## config.mk

```make
export PLATFORM = sky130hd
export DESIGN_NAME = stdp_synapse
export DESIGN_NICKNAME = d
export VERILOG_FILES = /design/src/rtl/stdp_synapse.sv
export SDC_FILE = /design/constraint.sdc
export NUM_CORES = 1
export LEC_CHECK = 0
export CELL_PAD_IN_SITES_DETAIL_PLACEMENT = 0
export CELL_PAD_IN_SITES_GLOBAL_PLACEMENT = 2
export CORE_UTILIZATION = 38
export CTS_CLUSTER_DIAMETER = 200
export DETAILED_ROUTE_END_ITERATION = 10
export GPL_TIMING_DRIVEN = 1
export PLACE_DENSITY_LB_ADDON = 0.1
export SYNTH_ARGS = -nofsm -noshare
export SYNTH_HDL_FRONTEND = slang
export SYNTH_SLANG_ARGS = --single-unit
```

## constraint.sdc

```tcl
create_clock -name clk -period 9.39 [get_ports clk]
set_input_delay 1.878 -clock clk [delete_from_list [all_inputs] [get_ports clk]]
set_output_delay 1.878 -clock clk [all_outputs]
set_load 0.02 [all_outputs]
```

## src/rtl/stdp_synapse.sv

```systemverilog
// Pair-based STDP synapse: nearest-neighbour pairing of pre/post spike edges with a
// shift-approximated exponential decay of the saturating weight update.

// Per-side spike trace: edge detector, distance timer and pairing-eligibility bit.
module stdp_trace #(
  parameter int unsigned TW     = 8,
  parameter int unsigned WINDOW = 32
) (
  input  logic          clk,
  input  logic          rst_n,
  input  logic          spike,
  input  logic          consume,
  output logic          edge_c,
  output logic [TW-1:0] timer,
  output logic          valid
);

  localparam logic [TW-1:0] WIN = TW'(WINDOW);

  logic          spike_q;
  logic [TW-1:0] timer_d;
  logic          valid_d;

  assign edge_c = spike & ~spike_q;

  // Own edge restarts the trace; a pairing consumes it; otherwise it ages out at WINDOW.
  always_comb begin
    timer_d = timer;
    valid_d = valid;
    if (edge_c) begin
      timer_d = TW'(1);
      valid_d = 1'b1;
    end else if (consume) begin
      valid_d = 1'b0;
    end else if (valid) begin
      if (timer >= WIN) begin
        valid_d = 1'b0;
      end else begin
        timer_d = timer + TW'(1);
      end
    end
  end

  always_ff @(posedge clk or negedge rst_n) begin
    if (!rst_n) begin
      spike_q <= 1'b0;
      timer   <= '0;
      valid   <= 1'b0;
    end else begin
      spike_q <= spike;
      timer   <= timer_d;
      valid   <= valid_d;
    end
  end

endmodule

module stdp_synapse #(
  parameter int unsigned W_INIT    = 128,
  parameter int unsigned W_MAX     = 255,
  parameter int unsigned A_PLUS    = 16,
  parameter int unsigned A_MINUS   = 12,
  parameter int unsigned WINDOW    = 32,
  parameter int unsigned TAU_SHIFT = 2
) (
  input  logic       clk,
  input  logic       rst_n,
  input  logic       pre_spike,
  input  logic       post_spike,
  input  logic       learn_en,
  output logic [7:0] weight,
  output logic [7:0] time_diff,
  output logic       update_w_flag,
  output logic       ltp,
  output logic       ltd
);

  localparam int unsigned WW = 8;
  localparam int unsigned TW = 8;

  localparam logic [WW-1:0] W_INIT_V  = WW'(W_INIT);
  localparam logic [WW-1:0] W_MAX_V   = WW'(W_MAX);
  localparam logic [WW:0]   W_MAX_V9  = (WW+1)'(W_MAX);
  localparam logic [WW-1:0] A_PLUS_V  = WW'(A_PLUS);
  localparam logic [WW-1:0] A_MINUS_V = WW'(A_MINUS);

  logic          pre_edge_c,  post_edge_c;
  logic [TW-1:0] pre_timer,   post_timer;
  logic          pre_valid,   post_valid;

  logic          pair_ltp_c, pair_ltd_c;
  logic [TW-1:0] dt_c;
  logic [WW-1:0] delta_c;
  logic [WW:0]   sum_c;

  logic [WW-1:0] weight_d;
  logic [TW-1:0] time_diff_d;
  logic          update_w_flag_d, ltp_d, ltd_d;

  // Amplitude halves every 2^TAU_SHIFT cycles of separation; large shifts flush to zero.
  function automatic logic [WW-1:0] decay(input logic [WW-1:0] amp, input logic [TW-1:0] dt);
    logic [TW-1:0] shamt;
    shamt = (dt - TW'(1)) >> TAU_SHIFT;
    if (shamt >= TW'(WW)) begin
      decay = '0;
    end else begin
      decay = amp >> shamt;
    end
  endfunction

  stdp_trace #(.TW(TW), .WINDOW(WINDOW)) u_pre (
    .clk     (clk),
    .rst_n   (rst_n),
    .spike   (pre_spike),
    .consume (pair_ltp_c),
    .edge_c  (pre_edge_c),
    .timer   (pre_timer),
    .valid   (pre_valid)
  );

  stdp_trace #(.TW(TW), .WINDOW(WINDOW)) u_post (
    .clk     (clk),
    .rst_n   (rst_n),
    .spike   (post_spike),
    .consume (pair_ltd_c),
    .edge_c  (post_edge_c),
    .timer   (post_timer),
    .valid   (post_valid)
  );

  // Coincident edges never pair; a lone edge pairs with a still-valid opposite trace.
  always_comb begin
    pair_ltp_c = post_edge_c & ~pre_edge_c & pre_valid;
    pair_ltd_c = pre_edge_c & ~post_edge_c & post_valid;
    dt_c       = pair_ltp_c ? pre_timer : post_timer;
    delta_c    = pair_ltp_c ? decay(A_PLUS_V, dt_c) : decay(A_MINUS_V, dt_c);
    sum_c      = {1'b0, weight} + {1'b0, delta_c};
  end

  always_comb begin
    weight_d        = weight;
    time_diff_d     = time_diff;
    update_w_flag_d = 1'b0;
    ltp_d           = 1'b0;
    ltd_d           = 1'b0;
    if (learn_en && pair_ltp_c) begin
      weight_d        = (sum_c > W_MAX_V9) ? W_MAX_V : sum_c[WW-1:0];
      time_diff_d     = dt_c;
      update_w_flag_d = 1'b1;
      ltp_d           = 1'b1;
    end else if (learn_en && pair_ltd_c) begin
      weight_d        = (delta_c > weight) ? '0 : weight - delta_c;
      time_diff_d     = dt_c;
      update_w_flag_d = 1'b1;
      ltd_d           = 1'b1;
    end
  end

  always_ff @(posedge clk or negedge rst_n) begin
    if (!rst_n) begin
      weight        <= W_INIT_V;
      time_diff     <= '0;
      update_w_flag <= 1'b0;
      ltp           <= 1'b0;
      ltd           <= 1'b0;
    end else begin
      weight        <= weight_d;
      time_diff     <= time_diff_d;
      update_w_flag <= update_w_flag_d;
      ltp           <= ltp_d;
      ltd           <= ltd_d;
    end
  end

endmodule
```

* Yosys cells after proc, flatten, opt, wreduce, memory -nomap -nowiden
Cells that the tools add are included.
** Storage, ports and cells
- Input port bits :: 5
- Flip-flop bits (word level) :: 39
- Output and inout bits :: 19
- Logic and storage cells :: 74
** Operators by class
- Shift operators :: 2
- Multiplexer cells :: 30
- Reduce and logical (&&, ||, !) cells :: 7
- Equal/unequal tests :: 4
- Add/sub/neg operators :: 5
- Bitwise logic cells :: 10
- Magnitude comparators :: 5
** Operators by type and width (count)
- 8-bit two-way mux :: 18
- 8-bit by 1-bit adder with 8-bit output, second input constant :: 2
- 8-bit by 6-bit greater-or-equal comparator with 1-bit output, second input constant :: 2
- 1-bit two-way mux :: 12
- 8-bit by 8-bit adder with 9-bit output :: 1
- 9-bit by 8-bit > comparator with 1-bit output, second input constant :: 1
- 8-bit > comparator :: 1
- 2-bit inequality test, second input constant :: 4
- 4-bit by 6-bit >> shifter with 8-bit output, first input constant :: 1
- 5-bit by 6-bit >> shifter with 8-bit output, first input constant :: 1
- 8-bit by 1-bit subtractor with 8-bit output, second input constant :: 1
- 8-bit subtractor :: 1
- 1-bit AND :: 6
- 6-bit by 4-bit greater-or-equal comparator with 1-bit output, second input constant :: 1
- 3-bit AND reduction :: 2
- 2-bit nonzero test :: 3
- 1-bit inverter :: 4
- 1-bit logical AND :: 2

* Logic depth before layout (Yosys ltp)
Gate-level depths: netlist of the first run.
- Word-level depth :: 14
- Mapped depth :: 14
- Depth with buffers taken out :: 13

* Modules after synthesis
A second synthesis of the first run with hierarchy kept.
** Second synthesis, totals
- Cells, all modules :: 283
- Area, all modules :: 2630.0 µm²
** By module, submodules not included
- stdp_synapse :: sequential area each 476.7 µm², area each 1644.1 µm², cells an instance 191, times used 1
- stdp_trace :: sequential area each 250.2 µm², area each 493.0 µm², cells an instance 46, times used 2

* Least setup slack after synthesis of the first run
OpenSTA, ideal clock, no wires.
- Kind :: input-to-reg
- From :: input port pre_spike
- To :: register weight[1]
- Library setup time :: 118 ps
- Required time :: 9272 ps
- Stages on the path :: 13
- Path slack :: 4485 ps
- Path buffers :: 1
- Arrival time :: 4787 ps
- Cells stage by stage :: and2b_1 buf_2 nor3_1 mux2i_1 xor2_1 nor3_1 ha_1 fa_1 nor2_1 o311a_1 or2_2 a221o_1 a21o_1
** Between the ends
- Word-level cells in the longest chain between the ends :: 13
- Elaborated cells on any way between the ends :: 25
- Those cells by class :: add/sub (3); order compare (3); shift (2); mux (8); bitwise (6); reduce/logical (3)
** Ends and longest elaborated chain
- start, declared :: RTL line 68 : input logic pre_spike,
- 1-bit AND (*) :: RTL line 24 : assign edge_c = spike & ~spike_q;
- 1-bit inverter :: RTL line 133 : pair_ltp_c = post_edge_c & ~pre_edge_c & pre_valid;
- 1-bit AND (2 in a row) :: RTL line 133
- 8-bit two-way mux :: RTL line 135 : dt_c = pair_ltp_c ? pre_timer : post_timer;
- 8-bit by 1-bit subtractor with 8-bit output :: RTL line 103 : shamt = (dt - TW'(1)) >> TAU_SHIFT;
- 6-bit by 4-bit greater-or-equal comparator with 1-bit output, or another cell as far along :: RTL line 104 : if (shamt >= TW'(WW)) begin
- 8-bit two-way mux :: RTL line 104
- 8-bit two-way mux :: RTL line 136 : delta_c = pair_ltp_c ? decay(A_PLUS_V, dt_c) : decay(A_MINUS_V, dt_c);
- 8-bit by 8-bit adder with 9-bit output, or another cell as far along :: RTL line 137 : sum_c = {1'b0, weight} + {1'b0, delta_c};
- 9-bit by 8-bit > comparator with 1-bit output or 8-bit two-way mux (tied branches) :: RTL line 147, 152
- 8-bit two-way mux (on tied branches) :: RTL line 147, 151
- 8-bit two-way mux :: RTL line 146 : if (learn_en && pair_ltp_c) begin
- end signal, assigned :: RTL line 167 : weight <= weight_d;
- end, declared :: RTL line 71 : output logic [7:0] weight,
Mark *: on every way between the ends. The rest lies on a longest branch, timed or not. The select of a mux whose other input is x is not followed.
A chain may end at the register's enable or synchronous reset.

* Worst setup path in the final report of the first run
Ends and elaborated chain as after synthesis.

==> flow_summary.toml, run 1 <==
[outcome]
run_status = "finished with violations"
violations_in_the_final_reports = "design-rule violations"

[cts]
clkTransAtPathRegs_ns = 0.08
post_cts_buffers = 0
cts_tree = "built"
tritoncts.num_buffers = 5
cts_resized = 0
clkSinkCount = 39
cts_root_buffer = "clkbuf_8"
clk-insertion-delay-late_ns = 0.30
cts_hold_buffers = 0
clk_path_buf_depth = 2
max_h_tree_level = 2

[power_and_ir_drop]
vdd_drop_max_v = 0.000118
p_int_mw = 0.491
total_switching_power_mw = 0.403
p_sw_share_pct = 45.0
clock_power_share_pct = 13.0
power.share.sequential_pct = 29.9
power.leakage_nw = 1.31
power.density_nw_per_um2 = 305
power.combinational.fraction_pct = 57.1

[yosys]
netlist_area_um2 = 2570
synth_edf_count = 0
syn_inst = 288
asyncSetResetFlopFracSynth_pct = 100
dominant_cell_type_by_area_after_synthesis = "dfrtp_1"
ys_types = 57
synth_seq_area_share_pct = 38.1
syn_nets = 310
dominant_synthesized_flop_cell = "dfrtp_1"
area_share_of_the_largest_cell_type_after_synthesis_pct = 37.0
synth.top_cells.by_area = "dfrtp_1 (37%), ha_1 (7.3%), nand2_1 (4.8%), nor2_1 (4.2%), xnor2_1 (3.4%)"
synth_area_per_cell_um2 = 8.91
synth.yosys.warnings = 0
synth_seq_cells = 39

[final_layout]
multi_input_area_um2 = 1460
drive_above_1_share_pct = 7.14
fillers = 636
areaGrowthSynthToFinish_pct = 14.0
final_cell_count_no_fill = 385
sequential_cell_area_in_the_final_layout_um2 = 977
layout.cells.most_common_list = "dfrtp_1 (38), nand2_1 (33), nor2_1 (29), clkdlybuf4s50_1 (22)"
mostFrequentLayoutCell = "dfrtp_1"
antenna_cells = 0
finalNetCount = 329

[worst_setup_path]
cp_endpoint_kind = "flop"
critical_path.slowest_cell = "mux2i_1"
worst-endpoint-required_ns = 9.58
critPathCapture = "weight[1]"
rr_endpoint = "weight[1]"
worstPathCellList = "clkdlybuf4s50_1 > and2b_1 > nor3_1 > buf_4 > mux2i_1 > xor2_1 > nor3_1 > ha_1 > fa_1 > nor2_1 > o311a_1 > or2_2 > a221o_1 > a21o_1"
cp_top_family = "simple AND/OR/NAND/NOR gates"
setup.worst_path.start_class = "input port"
cp_num_cells = 14
worstReg2RegStart = "u_post.spike_q"
crit_type = "input port to flop"
critical_path_peak_fanout = 12
reg2reg_depth = 13
reg2reg_setup_slack_ns = 5.37
crit_path_max_incr_delay_ns = 0.55
critical_path_arrival_ns = 5.91
critPathBufInv = 2
worst_setup_path_startpoint = "pre_spike"
critical_path.most_common_cell = "nor3_1"

[die]
starting_density_of_the_core_pct = 40.0
core_region_area_um2 = 6420
die-area_um2 = 7090
number_of_i_o_pins = 24
die_width_um = 84.2
fp-row-count = 29
die_h_um = 84.2

[global_routing]
grt_overflow_total = 0
grt_pass1_wl_um = 10800
first_global_vias = 2048
grt_max_degree = 40
globalRouteTotalUtil_pct = 19.5
antenna_violations_before_repair = 0

[sta]
holdWs_ns = 0.539
timing.final.crit_share_pct = 60.9
timing_max_transition_violations_final = 0
clock_skew_ns = 0.0131
tns_ns = 0
achievable-frequency_ghz = 0.175
report.final.setup_viol = 0
timing.final.crit_period_ns = 5.72
report.final.hold_viol_count = 0
grt_setup_unrepaired = "false"
max_slew.worst_pin.slew_ns = 0.871
relSlewSlack_pct = 42.0

[min_path]
hold_class = "flop to flop"

[drt]
totalWireLength_um = 6360
detailedRoute.firstPassIterationCount = 7
via_count = 2105
drt_drc_violations_left = 8
drtAntennaViolNets = 0
drt_first_iter_violations = 90
wl_cell_um = 16.5
drt-vias-per-instance = 5.47

[place]
gp_routability_congestion = 0.781
dpl.hpwl_um = 4740
buffer_ports.inserted = 23
place_inst = 377

[job]
maxCapViolations = 0
[synthesized netlist by cell type (6+ instances only)]
master	number
mux2i_1	7
a21oi_1	13
nand2_1	33
ha_1	15
nand3_1	6
xnor2_1	10
nor3_1	13
clkbuf_1	8
inv_1	15
a31oi_1	9
xor2_1	7
nor2_1	29
dfrtp_1	38
[power by group through the flow]
stage          sequential (mW)  clock, mW  combinational, mW
2_1_floorplan            0.273          0              0.362
3_3_place_gp             0.271          0              0.517
3_5_place_dp             0.271          0              0.507
4_1_cts                  0.268      0.120              0.511
5_1_grt                  0.276      0.127              0.572
6_report                 0.268      0.116              0.510
[worst register-to-register path, cell delays in order, from the launching register on]
cell and delay [ns]:
dfrtp_1 0.37, nand2b_1 0.25, nor3_1 0.22, buf_4 0.22, mux2i_1 0.55, xor2_1 0.18, nor3_1 0.35, ha_1 0.27
fa_1 0.27, nor2_1 0.06, o311a_1 0.33, or2_2 0.36, a221o_1 0.30, a21o_1 0.17
[state kept, by name, indices dropped and copies added, names as in the netlist]
register        count
weight              8
time_diff           8
u_post.valid        1
u_pre.valid         1
u_pre.timer         8
u_post.spike_q      1
update_w_flag       1
u_post.timer        8
ltd                 1
u_pre.spike_q       1
ltp                 1
[worst min-delay path by stage]
stage,start,to,slack (ns),cells past startpoint
floorplan,u_pre.timer[7],u_pre.timer[7],0.48,1
global placement,u_post.timer[6],u_post.timer[6],0.51,1
detailed placement,u_post.timer[6],u_post.timer[6],0.52,1
CTS,u_post.timer[6],u_post.timer[6],0.54,1
global route,u_post.timer[7],u_post.timer[7],0.58,1
finish,time_diff[5],time_diff[5],0.54,2
[cells by family (layout without fill, tap and decap cells)]
kind of cell,count (synthesis),after routing,synth area share [%]
and+or+nand+nor,120,120,23.4
muxes,8,8,3.17
adders and majority gates,17,17,8.87
xor gates and xnor gates,17,17,5.80
buffers and inverters,30,50,5.17
AOI/OAI and AO/OA,57,57,15.5
DFF,39,39,38.1
[final cells by class]
type | instances | area share, %
Timing Repair Buffer | 26 | 8.46
Tap cell | 77 | 3.29
Clock inverter | 3 | 0.684
Clock buffer | 5 | 2.35
Multi-Input combinational cell | 219 | 49.8
Inverter | 16 | 2.05
Sequential cell | 39 | 33.4
[metrics by stage]
stage	total power [mW]	worst slack, ns	utilization (%)	area, um^2
2_1_floorplan	0.635	4.49	-	2570
3_3_place_gp	0.787	3.41	44.2	2840
3_5_place_dp	0.778	3.34	44.2	2840
4_1_cts	0.899	3.65	45.6	2930
5_1_grt	0.975	3.37	45.6	2930
6_report	0.894	3.67	45.6	2930
[routing by layer]
metal  GRT usage [%]  share of wire, %  up-vias
li1                -                 -     1048
met1            30.8                54     1007
met2            27.5                42       44
met3            2.95               3.7        6
met4            4.70              0.96        0
met5               0                 0        -
Power figures use the tool's default switching activity.
==> inputs of run 2 (changes only) <==
- CORE_UTILIZATION: 38 -> 32
- clock period: 9.39 -> 5.03 ns (I/O delays scaled with it)
==> run 2 against run 1 <==
Compared with the run above: the run now ends clean; worst setup slack got worse by 3.0 ns; final cell count rose by 7.8%; clock power rose by 84%; global-route usage is 2.0 points lower; final area grew 2.2%; critical endpoint is now weight[3].
==> flow_summary.toml, run 2 (synthesized netlist as in run 1, its figures left out) <==
[drt]
drt_first_iter_violations = 106
drt_drc_violations_left = 0
via_count = 2066
drt-vias-per-instance = 4.98
wl_cell_um = 16.1
totalWireLength_um = 6700
detailedRoute.firstPassIterationCount = 4
drtAntennaViolNets = 0

[worst_setup_path]
reg2reg_depth = 13
setup.worst_path.start_class = "input port"
critical_path_peak_fanout = 11
worst-endpoint-required_ns = 5.25
crit_type = "input port to flop"
cp_endpoint_kind = "flop"
critical_path_arrival_ns = 4.60
worstReg2RegStart = "u_post.timer[0]"
rr_endpoint = "weight[3]"
reg2reg_setup_slack_ns = 1.27

[final_layout]
final_area_um2 = 2990
antenna_cells = 0
drive_above_1_share_pct = 8.31
final_core_utilization_pct = 38.7
areaGrowthSynthToFinish_pct = 16.6
layout.cells.most_common_list = "dfrtp_1 (38), nand2_1 (33), nor2_1 (29), clkdlybuf4s50_1 (22)"
mostFrequentLayoutCell = "dfrtp_1"
finalNetCount = 334

[die]
number_of_i_o_pins = 24
fp-row-count = 32
starting_density_of_the_core_pct = 33.2
die_width_um = 91.6
die-area_um2 = 8390
die_h_um = 91.6
core_region_area_um2 = 7730

[sta]
relSlewSlack_pct = 36.9
report.final.setup_viol = 0
timing.final.crit_period_ns = 4.38
max_slew.worst_pin.slew_ns = 0.938
achievable-frequency_ghz = 0.228
timing.final.crit_share_pct = 87.1
report.final.hold_viol_count = 0
grt_setup_unrepaired = "false"
tns_ns = 0
clock_skew_ns = 0.00937
timing_max_transition_violations_final = 0

[cts]
cts_root_buffer = "clkbuf_8"
clk_path_buf_depth = 2
clkTransAtPathRegs_ns = 0.08
cts_tree = "built"
post_cts_buffers = 0
clk-insertion-delay-late_ns = 0.30
cts_hold_buffers = 0
tritoncts.num_buffers = 5
clkSinkCount = 39
max_h_tree_level = 2
cts_resized = 0

[power_and_ir_drop]
clock_power_share_pct = 12.8
power.density_nw_per_um2 = 560
power.share.sequential_pct = 29.8
power.combinational.fraction_pct = 57.5
p_int_mw = 0.920
total_switching_power_mw = 0.756
vdd_drop_max_v = 0.000184
power.leakage_nw = 1.33
p_sw_share_pct = 45.1

[global_routing]
antenna_violations_before_repair = 0
grt_max_degree = 40
globalRouteTotalUtil_pct = 17.5
first_global_vias = 2012
grt_overflow_total = 0
grt_pass1_wl_um = 11200

[min_path]
min_delay_worst_endpoint = "time_diff[4]"
hold_class = "flop to flop"
min-delay-start = "time_diff[4]"
hold-path-cell-count = 2

[place]
dpl_cell_area_um2 = 2910
buffer_ports.inserted = 23
gp_routability_congestion = 0.747
dpl.hpwl_um = 5050

[job]
maxCapViolations = 0

[outcome]
run_status = "finished, final reports clean"
-- run 2: cell types whose count changed in the layout (fill, tap and decap cells not counted) --
cell,before,now
buf_4,3,8
clkinvlp_4,2,1
clkbuf_1,0,1
-- run 2: critical path: stages --
cell and delay, ns:
clkdlybuf4s50_1 0.48, and2b_1 0.20, nor3_1 0.24, buf_4 0.24
o221ai_1 0.13, xor2_1 0.19, nor3_1 0.31, ha_1 0.26
inv_1 0.06, fa_1 0.41, nor2b_1 0.23, o221a_2 0.24
o2111a_1 0.32, nor2_1 0.10, a22oi_1 0.17
-- run 2: worst max-delay path by stage --
stage / from / end / slack, ns / cells after the start
2_1_floorplan: pre_spike / weight[1] / 1.0 / 13
3_3_place_gp: pre_spike / weight[3] / 0.41 / 15
3_5_place_dp: pre_spike / weight[4] / 0.38 / 15
4_1_cts: pre_spike / weight[4] / 0.67 / 15
5_1_grt: pre_spike / weight[4] / 0.37 / 15
6_report: pre_spike / weight[3] / 0.65 / 15
-- run 2: power by group through the flow --
stage               clock [mW]  combinational, mW  sequential, mW
floorplan                    0              0.676           0.510
global placement             0              0.977           0.506
detailed placement           0              0.961           0.507
CTS                      0.224              0.966           0.501
global route             0.237               1.09           0.517
finish                   0.214              0.963           0.499
-- run 2: metal layers --
| layer | up-vias | GRT usage [%] | part of all wire [%] |
|---|---|---|---|
| met3 | 5 | 3.52 | 2.9 |
| met1 | 972 | 27.1 | 55 |
| met2 | 31 | 24.2 | 41 |
| met4 | 0 | 4.37 | 1.1 |
| met5 | - | 0 | 0 |
| li1 | 1058 | - | - |
-- run 2: final cells by class --
| cell class | instances | area [um^2] |
|---|---|---|
| inverters | 16 | 60.1 |
| clock buffers | 6 | 72.6 |
| fillers | 792 | 4730 |
| flip-flops and latches | 39 | 977 |
| well taps | 102 | 128 |
| multi-input cells | 219 | 1460 |
| clock inverters | 2 | 12.5 |
| repair buffers | 31 | 285 |
-- run 2: through the flow --
step	hold WS [ns]	cells	power [mW]	setup WS, ns
4_1_cts	0.534	415	1.69	0.673
2_1_floorplan	0.477	288	1.19	0.997
3_3_place_gp	0.504	407	1.48	0.410
3_5_place_dp	0.513	407	1.47	0.377
5_1_grt	0.559	415	1.85	0.374
6_report	0.527	415	1.68	0.651
==> inputs of run 3 (changes only) <==
--- a/config.mk
+++ b/config.mk
@@ -9,4 +9,5 @@
 export CELL_PAD_IN_SITES_GLOBAL_PLACEMENT = 2
-export CORE_UTILIZATION = 32
+export CORE_UTILIZATION = 33
 export CTS_CLUSTER_DIAMETER = 200
+export CTS_CLUSTER_SIZE = 16
 export DETAILED_ROUTE_END_ITERATION = 10
@@ -16,2 +17,3 @@
 export SYNTH_HDL_FRONTEND = slang
+export SYNTH_HIERARCHICAL = 1
 export SYNTH_SLANG_ARGS = --single-unit
==> constraint.sdc (replaced) <==
create_clock -name clk -period 5.03 [get_ports clk]
set_input_delay 1.509 -clock clk [delete_from_list [all_inputs] [get_ports clk]]
set_output_delay 1.509 -clock clk [all_outputs]
set_load 0.02 [all_outputs]
==> run 3 against run 2 <==
Compared with the run above: utilization rose by 6.0 points; global-route usage grew 0.62 points; area after synthesis rose by 2.4%; sequential share of layout area down 4.4 points; routed wire length is 3.2% higher; clock power rose by 22%; total power increased by 28%; critical path depth up 2; worst setup slack lost 0.27 ns; register-to-register slack improved by 0.05 ns; largest cell class unchanged; fmax down 5.8%; clock skew grew 0.00076 ns.
==> flow_summary.toml, run 3 <==
[cts]
clkTransAtPathRegs_ns = 0.08
cts_root_buffer = "clkbuf_8"
cts_hold_buffers = 0
max_h_tree_level = 2
clk_path_buf_depth = 2
tritoncts.num_buffers = 5
clk-insertion-delay-late_ns = 0.29
cts_tree = "built"
clkSinkCount = 39

[yosys]
netlist_area_um2 = 2630
synth_top_family_by_area = "simple AND/OR/NAND/NOR gates"
syn_nets = 305
synth.top_cells.by_area = "dfrtp_1 (36%), ha_1 (7.1%), nand2_1 (5.1%), mux2i_1 (4.6%), nand2b_1 (3.6%)"
ys_types = 65
synthMostInstantiatedCell = "dfrtp_1"
dominant_synthesized_flop_cell = "dfrtp_1"
synth_seq_area_share_pct = 37.2
dominant_cell_type_by_area_after_synthesis = "dfrtp_1"
area_share_of_the_largest_cell_type_after_synthesis_pct = 36.2
synth_area_per_cell_um2 = 9.29
synth.yosys.warnings = 6
synth_seq_cells = 39
yosys-top-cells-count = "dfrtp_1 (38), nand2_1 (36), nor2_1 (18)"
synth_edf_count = 0
asyncSetResetFlopFracSynth_pct = 100
yosys.area_share.adder_pct = 8.66
synth-xor-area-share_pct = 1.67
syn_inst = 283
post_synth_and_or_nand_nor_area_fraction_pct = 26.0
synth.mux.area_fraction_pct = 5.57
synth-compound-area-share_pct = 17.9

[sta]
max_slew.worst_pin.slew_ns = 0.896
timing_max_transition_violations_final = 0
achievable-frequency_ghz = 0.215
holdWs_ns = 0.490
timing.final.crit_share_pct = 92.5
clock_skew_ns = 0.0101
timing.final.crit_period_ns = 4.65
report.final.hold_viol_count = 0
grt_setup_unrepaired = "false"
relSlewSlack_pct = 40.3
report.final.setup_viol = 0

[global_routing]
grt_max_degree = 40
grt_overflow_total = 0
antenna_violations_before_repair = 0
grtUsageMet2_pct = 31.0
grt_pass1_wl_um = 11700
first_global_vias = 2306
grt_use_met1_pct = 23.1
globalRouteTotalUtil_pct = 18.1
met3_usage_pct = 2.35
grt-busiest-layer = "met2"

[drt]
detailedRoute.firstPassIterationCount = 5
drt-vias-per-instance = 5.11
totalWireLength_um = 6910
drtAntennaViolNets = 0
drt_first_iter_violations = 114
via_count = 2281
drt_drc_violations_left = 0
wl_cell_um = 15.5

[power_and_ir_drop]
power.leakage_nw = 1.60
power.combinational.fraction_pct = 63.9
clock_power_share_pct = 12.2
p_sw_share_pct = 41.9
total_power_mw = 2.14
power.density_nw_per_um2 = 619
power.share.sequential_pct = 23.9
vdd_drop_max_v = 0.000197
total_switching_power_mw = 0.897
p_int_mw = 1.24

[worst_setup_path]
critical_path_peak_fanout = 6
cp_top_family = "compound AO/OA/AOI/OAI gates"
setup.worst_path.start_class = "input port"
crit_type = "input port to flop"
critical_path.slowest_cell = "or4_4"
worst-endpoint-required_ns = 5.23
cp_endpoint_kind = "flop"
worstPathCellList = "dlymetal6s2s_1 > nand2b_1 > inv_2 > nand3b_4 > mux2_4 > or4_4 > a21o_1 > a21oi_2 > ha_2 > inv_1 > fa_2 > nand2b_4 > a211oi_4 > o211ai_1 > buf_4 > a21boi_0 > o31ai_1"
critPathBufInv = 4
critical_path_arrival_ns = 4.85
crit_path_max_incr_delay_ns = 0.52

[final_layout]
mostFrequentLayoutCell = "buf_4"
drive_above_1_share_pct = 24.7
layout.cells.most_common_list = "buf_4 (39), dfrtp_1 (38), nand2_1 (36), clkdlybuf4s50_1 (20), nor2_1 (17)"
areaGrowthSynthToFinish_pct = 31.5
antenna_cells = 0
fillers = 778
finalNetCount = 365
final_area_um2 = 3460

[outcome]
run_status = "finished, final reports clean"

[place]
gp_routability_congestion = 0.795
dpl.hpwl_um = 5090
dpl_cell_area_um2 = 3220
buffer_ports.inserted = 23

[die]
fp-row-count = 32
die_h_um = 91.3
die-area_um2 = 8330
core_region_area_um2 = 7730
starting_density_of_the_core_pct = 34.0
die_width_um = 91.3
number_of_i_o_pins = 24

[min_path]
hold_class = "flop to flop"

[job]
maxCapViolations = 0
run 3: cell types whose count changed in the layout (fill, tap and decap cells not counted), moves of 5 or more:
cell,before,now
nor2b_1,5,0
o21ai_0,5,12
mux2i_1,7,12
xor2_1,7,2
buf_4,8,39
a21oi_1,13,8
inv_1,15,8
nor2_1,29,17
nand2b_1,3,14
nor3_1,13,6
xnor2_1,10,3
run 3: worst paths after layout:
path	depth (start not counted)	end	from	slack, ns
max reg2reg	16	weight[6]	u_pre/spike_q	1.32
min reg2reg	2	time_diff[3]	time_diff[3]	0.49
max in group asynchronous	1	time_diff[6]	rst_n	3.13
max	17	weight[6]	pre_spike	0.38
min in group asynchronous	1	weight[4]	rst_n	1.32
min	2	time_diff[3]	time_diff[3]	0.49
run 3: layout make-up:
| cell class | count | area, um^2 | share of cell area, % |
|---|---|---|---|
| repair buffers | 62 | 523 | 15.1 |
| multi-input cells | 223 | 1680 | 48.6 |
| clock inverters | 1 | 30.0 | 0.868 |
| flip-flops and latches | 39 | 977 | 28.3 |
| well taps | 102 | 128 | 3.69 |
| clock buffers | 7 | 76.3 | 2.21 |
| inverters | 12 | 45.0 | 1.30 |
run 3: metrics by stage:
stage / setup slack [ns] / TNS, ns / utilization, % / instances
2_1_floorplan: 0.00387 / 0 / - / 283
3_3_place_gp: -0.397 / -2.50 / 41.6 / 435
3_5_place_dp: -0.468 / -3.37 / 41.6 / 435
4_1_cts: 0.00926 / 0 / 43.3 / 443
5_1_grt: 0.169 / 0 / 44.8 / 446
6_report: 0.380 / 0 / 44.8 / 446
run 3: power groups by stage:
stage	Sequential, mW	Clock [mW]	Combinational [mW]
after global routing	0.534	0.280	1.51
after floorplan	0.539	0	0.712
final	0.511	0.262	1.37
after detailed placement	0.520	0	1.23
after global placement	0.519	0	1.25
after CTS	0.514	0.271	1.27
run 3: kinds of logic (layout without fill, tap and decap cells):
group | Yosys count | count (layout)
AND/OR/NAND/NOR | 119 | 119
AO/OA/AOI/OAI | 68 | 68
flip-flops | 39 | 39
buffers and inverters | 21 | 82
adder cells (fa/ha/maj) | 17 | 17
multiplexers | 14 | 14
XOR/XNOR | 5 | 5
run 3: routing by layer:
metal | share of wire, % | vias up | wire, um
li1 | - | 1139 | -
met1 | 45 | 1097 | 3100
met2 | 51 | 37 | 3510
met3 | 3.1 | 8 | 214
met4 | 1.4 | 0 | 94
met5 | 0 | - | 0
run 3: worst min-delay path, cell delays in order, from the launching register on:
cell	delay, ns
dfrtp_1	0.35
nand2_1	0.05
o21ai_0	0.06
run 3: what timing repair did:
item | in CTS | in global routing
buffers inserted | 0 | 3
gates resized for setup | 6 | 20
setup endpoints to repair | 8 | 8
pin swaps | 3 | 12
